## src/rtl/pad_pair_collector_if.sv

```systemverilog
// Generation-pipe handshake plus pair-FIFO pop side of the pad pair collector.
// slave is the collector's view; master is the driving environment.
interface pad_pair_collector_if #(
  parameter int AW = 2
);
  logic [159:0] iopad_hash;
  logic         pad_type;
  logic         ready;
  logic         gen_finished;
  logic         hash_read;
  logic [319:0] pair_data;
  logic [31:0]  pair_id;
  logic         pair_valid;
  logic         pair_read;
  logic [AW:0]  fifo_count;
  logic         order_error;
  logic         drained;

  modport slave (
    input  iopad_hash, pad_type, ready, gen_finished, pair_read,
    output hash_read, pair_data, pair_id, pair_valid, fifo_count, order_error, drained
  );

  modport master (
    output iopad_hash, pad_type, ready, gen_finished, pair_read,
    input  hash_read, pair_data, pair_id, pair_valid, fifo_count, order_error, drained
  );
endinterface

```

## src/rtl/pad_pair_collector.sv

```systemverilog
// Pairs ipad/opad midstates from the generation pipe into a show-ahead FIFO,
// acknowledging each midstate with a registered 4-phase hash_read.
module pad_pair_collector #(
  parameter int DEPTH = 4,
  parameter int AW    = 2
) (
  input logic                  clk,
  input logic                  device_reset_n,
  pad_pair_collector_if.slave  bus
);
  typedef enum logic {WAIT, ACK} state_t;

  state_t        state, state_nxt;
  logic          expect_opad;
  logic [159:0]  ipad_hold;
  logic [31:0]   id_cnt;
  logic [319:0]  mem_data [DEPTH];
  logic [31:0]   mem_id   [DEPTH];
  logic [AW-1:0] wr_ptr, rd_ptr;
  logic [AW:0]   count;
  logic          order_error, drained;
  logic          full, push, pop, take_ipad, set_err;

  // Fullness uses the registered count, so a same-cycle pop never frees a slot.
  assign full = (count == (AW+1)'(DEPTH));
  assign pop  = bus.pair_read && (count != '0);

  always_comb begin
    state_nxt = state;
    push      = 1'b0;
    take_ipad = 1'b0;
    set_err   = 1'b0;
    case (state)
      WAIT: if (bus.ready) begin
        if (!bus.pad_type) begin
          take_ipad = 1'b1;
          set_err   = expect_opad;
          state_nxt = ACK;
        end else if (!expect_opad) begin
          set_err   = 1'b1;
          state_nxt = ACK;
        end else if (!full) begin
          push      = 1'b1;
          state_nxt = ACK;
        end
      end
      ACK: if (!bus.ready) state_nxt = WAIT;
      default: state_nxt = WAIT;
    endcase
  end

  always_ff @(posedge clk) begin
    if (!device_reset_n) state <= WAIT;
    else                 state <= state_nxt;
  end

  always_ff @(posedge clk) begin
    if (!device_reset_n) begin
      expect_opad <= 1'b0;
      id_cnt      <= '0;
      wr_ptr      <= '0;
      rd_ptr      <= '0;
      count       <= '0;
      order_error <= 1'b0;
      drained     <= 1'b0;
    end else begin
      if (take_ipad) expect_opad <= 1'b1;
      else if (push) expect_opad <= 1'b0;
      if (set_err) order_error <= 1'b1;
      if (push) begin
        id_cnt <= id_cnt + 32'd1;
        wr_ptr <= wr_ptr + AW'(1);
      end
      if (pop) rd_ptr <= rd_ptr + AW'(1);
      case ({push, pop})
        2'b10:   count <= count + (AW+1)'(1);
        2'b01:   count <= count - (AW+1)'(1);
        default: count <= count;
      endcase
      drained <= bus.gen_finished && (count == '0) && (state == WAIT) &&
                 !expect_opad && !bus.ready;
    end
  end

  // Storage carries no reset; validity is tracked entirely by count/pointers.
  always_ff @(posedge clk) begin
    if (take_ipad) ipad_hold <= bus.iopad_hash;
    if (push) begin
      mem_data[wr_ptr] <= {ipad_hold, bus.iopad_hash};
      mem_id[wr_ptr]   <= id_cnt;
    end
  end

  assign bus.hash_read   = (state == ACK);
  assign bus.pair_data   = mem_data[rd_ptr];
  assign bus.pair_id     = mem_id[rd_ptr];
  assign bus.pair_valid  = (count != '0);
  assign bus.fifo_count  = count;
  assign bus.order_error = order_error;
  assign bus.drained     = drained;
endmodule

```

## src/flat_wrapper.sv

```systemverilog
// flat-port wrapper written by rule: the top's interface ports become plain ports
module pad_pair_collector_flat 
#(
  parameter int DEPTH = 4,
  parameter int AW    = 2
)
  (clk, device_reset_n, bus_iopad_hash, bus_pad_type, bus_ready, bus_gen_finished, bus_pair_read, bus_hash_read, bus_pair_data, bus_pair_id, bus_pair_valid, bus_fifo_count, bus_order_error, bus_drained);
  pad_pair_collector_if #(.AW(AW)) bus_i ();
  input logic clk;
  input logic device_reset_n;
  input wire logic [$bits(bus_i.iopad_hash)-1:0] bus_iopad_hash;
  input wire logic [$bits(bus_i.pad_type)-1:0] bus_pad_type;
  input wire logic [$bits(bus_i.ready)-1:0] bus_ready;
  input wire logic [$bits(bus_i.gen_finished)-1:0] bus_gen_finished;
  input wire logic [$bits(bus_i.pair_read)-1:0] bus_pair_read;
  output wire logic [$bits(bus_i.hash_read)-1:0] bus_hash_read;
  output wire logic [$bits(bus_i.pair_data)-1:0] bus_pair_data;
  output wire logic [$bits(bus_i.pair_id)-1:0] bus_pair_id;
  output wire logic [$bits(bus_i.pair_valid)-1:0] bus_pair_valid;
  output wire logic [$bits(bus_i.fifo_count)-1:0] bus_fifo_count;
  output wire logic [$bits(bus_i.order_error)-1:0] bus_order_error;
  output wire logic [$bits(bus_i.drained)-1:0] bus_drained;
  assign bus_i.iopad_hash = bus_iopad_hash;
  assign bus_i.pad_type = bus_pad_type;
  assign bus_i.ready = bus_ready;
  assign bus_i.gen_finished = bus_gen_finished;
  assign bus_i.pair_read = bus_pair_read;
  assign bus_hash_read = bus_i.hash_read;
  assign bus_pair_data = bus_i.pair_data;
  assign bus_pair_id = bus_i.pair_id;
  assign bus_pair_valid = bus_i.pair_valid;
  assign bus_fifo_count = bus_i.fifo_count;
  assign bus_order_error = bus_i.order_error;
  assign bus_drained = bus_i.drained;
  pad_pair_collector #(.DEPTH(DEPTH), .AW(AW)) u_core (.clk(clk), .device_reset_n(device_reset_n), .bus(bus_i));
endmodule
```

## config.mk

```make
export PLATFORM = sky130hd
export DESIGN_NAME = pad_pair_collector_flat
export DESIGN_NICKNAME = d
export VERILOG_FILES = /design/src/rtl/pad_pair_collector_if.sv /design/src/rtl/pad_pair_collector.sv /design/src/flat_wrapper.sv
export SDC_FILE = /design/constraint.sdc
export NUM_CORES = 1
export LEC_CHECK = 0
export ABC_AREA = 1
export BUFFER_PORTS_ARGS = -buffer_cell sky130_fd_sc_hd__buf_2
export CAP_MARGIN = 25
export CORE_MARGIN = 4
export CORE_UTILIZATION = 30
export DETAILED_ROUTE_END_ITERATION = 10
export PLACE_DENSITY_LB_ADDON = 0.12
export SETUP_SLACK_MARGIN = 0.4
export SLEW_MARGIN = 5
export SYNTH_ARGS = -nofsm -noshare
export SYNTH_HDL_FRONTEND = slang
export SYNTH_SLANG_ARGS = --single-unit
```

## constraint.sdc

```tcl
create_clock -name clk -period 27.4 [get_ports clk]
set_clock_uncertainty 0.05 [all_clocks]
set_input_delay 8.22 -clock clk [delete_from_list [all_inputs] [get_ports clk]]
set_output_delay 8.22 -clock clk [all_outputs]
set_load 0.01 [all_outputs]
```

==> results.json <==
{
  "status": "complete, no violations",
  "pwr-share-clk_pct": 43.6,
  "dieHeight_um": 451,
  "grt.overflow.total": 0,
  "ys_seq_area_share_pct": 81.4,
  "fin_crit_sh_pct": 48.3,
  "switchingPower_mw": 1.13,
  "internal_power_mw": 4.05,
  "r2r-end": "u_core.mem_data[3][123]",
  "fin_crit_ps": 13240,
  "fmax_ghz": 0.0755,
  "vias": 33900,
  "ys_ff_latch": 1613,
  "critPathLaunchType": "flip-flop",
  "antenna_found_initial": 32,
  "clk_pin_slew_ps": 50,
  "grt_max_degree": 196,
  "power.density_nw_per_um2": 74.2,
  "setup_slack_ps": 14160,
  "rsz0062_at_grt": "false",
  "path_max_fanout": 107,
  "core_area_um2": 195000,
  "worst_pin_slew_ps": 1280,
  "drtIter0Drc": 2367,
  "layout.cells.non_filler": 7207,
  "synth_nets": 4095,
  "setup_tns_ps": 0,
  "holdBufCountCts": 0,
  "yosysMostFrequentCell": "edfxtp_1",
  "whs_ps": 404,
  "routed_wirelength_um": 165000,
  "ys_top_cells_by_count": "edfxtp_1, nor2_1, o21ai_0",
  "gp_congestion": 0.736,
  "async_reset_ff_share_pct": 0,
  "hold_path_class": "reg2reg",
  "layout-drive-gt1-share_pct": 18.5,
  "comb_power_share_pct": 3.8,
  "synth-edff-count": 1568,
  "grt.total_usage_pct": 15.8,
  "seq_power_share_pct": 52.7,
  "peakVddDrop_mv": 0.0455,
  "synth_ff_type": "edfxtp_1",
  "via_per_inst": 4.70,
  "cts_max_path_buffers": 3,
  "drt.antenna.violating_nets": 0,
  "rows": 162,
  "drt_pre_antenna_iters": 5,
  "areaGrowthSynthToFinish_pct": 18.5,
  "dp_hpwl_um": 94800,
  "clk_latency_ps": 820,
  "timing.final.hold_violations": 0,
  "cts_tree": "yes",
  "critPathCaptureType": "output pin",
  "drv_slew": 0,
  "clkSinkCount": 1613,
  "root_buffer": "clkbuf_16",
  "grt_pass1_wl_um": 240000,
  "synth.area.top_cells": "edfxtp_1, nor2_1, o21ai_0, o22ai_1, o21ai_1",
  "finalSetupViolations": 0,
  "fin_nets": 4610,
  "ys_types": 37,
  "cap_violations": 0,
  "wl_per_cell_um": 22.9,
  "syn_area_um2": 58900,
  "port_buffers": 524,
  "drcViolationCount": 0,
  "grt_pass1_vias": 32900,
  "critPathKind": "reg2out",
  "required_ps": 19130,
  "synth_area_leader_cell": "edfxtp_1",
  "relSlewSlack_pct": 14.4,
  "critPathCapture": "bus_pair_data[316]",
  "die_w_um": 451,
  "io_pins": 525,
  "r2r_slack_ps": 23410,
  "r2r_cells": 7,
  "htree_num_levels": 4,
  "synth.avg_cell_area_um2": 15.0,
  "yosysTopAreaCellShare_pct": 79.9,
  "p_leak_nw": 23.2,
  "fillCellCount": 18800,
  "dp_slack_ps": 14720,
  "synthCells": 3922,
  "r2r_start": "u_core.expect_opad",
  "die-area_um2": 204000,
  "cts-resized-gates": 0,
  "regArea_um2": 48000,
  "cts_buffers": 181,
  "sw_frac_of_total_pct": 21.8,
  "multi_input_area_um2": 9730,
  "cp.arrival_ps": 4970,
  "dp.cells": 6877,
  "start_util_pct": 30.2,
  "cts_setup_buffers": 0,
  "ys.warnings.count": 0,
  "final_util_pct": 35.8
}
## cell type report
class | count | area share [%]
Timing Repair Buffer | 570 | 4.42
Clock inverter | 92 | 1.04
Clock buffer | 233 | 6.85
Tap cell | 2624 | 4.70
Antenna cell | 4 | 0.0143
Sequential cell | 1613 | 68.7
Inverter | 64 | 0.365
Multi-Input combinational cell | 2007 | 13.9
## registers in the layout, summed over array words and instances (netlist names), named ones only
register                flops
u_core.id_cnt              32
u_core.bus.fifo_count       3
u_core.rd_ptr               2
u_core.ipad_hold          160
u_core.bus.hash_read        1
u_core.expect_opad          1
u_core.wr_ptr               2
u_core.mem_id             128
u_core.bus.order_error      1
u_core.mem_data          1280
u_core.bus.drained          1
## cells by family after synthesis
| kind of cell | Yosys count | synth area share [%] |
|---|---|---|
| compound gates | 1104 | 10.2 |
| xor+xnor | 4 | 0.0594 |
| fa+ha+maj | 7 | 0.161 |
| buf+inv | 302 | 2.15 |
| flops | 1613 | 81.4 |
| simple gates | 892 | 6.06 |
## worst min-delay path by stage
stage                            from                     end  slack [ps]  cells after the start
3_3_place_gp   u_core.bus.order_error  u_core.bus.order_error         390                      2
3_5_place_dp   u_core.bus.order_error  u_core.bus.order_error         390                      2
6_report       u_core.bus.order_error  u_core.bus.order_error         400                      2
5_1_grt              u_core.rd_ptr[1]               flip-flop         440                      2
2_1_floorplan        u_core.rd_ptr[1]               flip-flop         390                      2
4_1_cts        u_core.bus.order_error  u_core.bus.order_error         410                      2
## per-stage QoR
step	power, mW	area [µm²]
finish	5.19	69900
detailed placement	2.99	64300
global placement	2.99	64300
floorplan	2.88	58900
global route	5.39	69900
CTS	5.27	69800
## worst max-delay path, stage by stage (launching register included)
cell     delay, ps
dfxtp_4        530
inv_8          480
buf_4          770
buf_4          800
buf_4          760
o21ai_0        170
o22ai_1        290
buf_2          200
## metal layers
layer  wire, µm  GRT usage, %  vias up
li1           -             -    15800
met5         45             0        -
met1      71600          20.6    17100
met3       6510          2.93      276
met2      81800          26.7      670
met4       5420          5.32        6
## cells in the final DEF, fill, tap and decap left out, types with 3 or more instances in the layout
master	synthesis	layout
clkinvlp_4	0	6
nor3_1	8	8
diode_2	0	4
o22ai_1	352	352
ha_1	6	6
o21ai_1	186	186
dfxtp_1	45	43
nor2_1	765	760
inv_1	60	60
inv_6	0	3
nand3_2	5	5
nor2_8	3	3
buf_4	6	37
xor2_1	3	3
clkinv_1	1	40
bufinv_16	0	5
a21oi_1	22	22
buf_12	0	8
nand4_1	7	7
clkinv_8	0	7
o21ai_0	539	539
nand2_1	68	68
nand2_4	3	3
nand3_1	14	14
clkbuf_1	146	48
clkinv_2	0	26
nor2_2	5	5
nand2_2	7	7
edfxtp_1	1568	1568
buf_2	82	524
clkbuf_16	0	183
nor2_4	3	8
## power groups by stage
stage | Clock [mW] | Combinational [mW] | Sequential (mW)
after global placement | 0 | 0.203 | 2.78
after floorplan | 0 | 0.0927 | 2.79
after CTS | 2.33 | 0.204 | 2.73
after global routing | 2.44 | 0.215 | 2.73
after detailed placement | 0 | 0.203 | 2.78
final | 2.26 | 0.196 | 2.73
(Power assumes the default switching activity.)
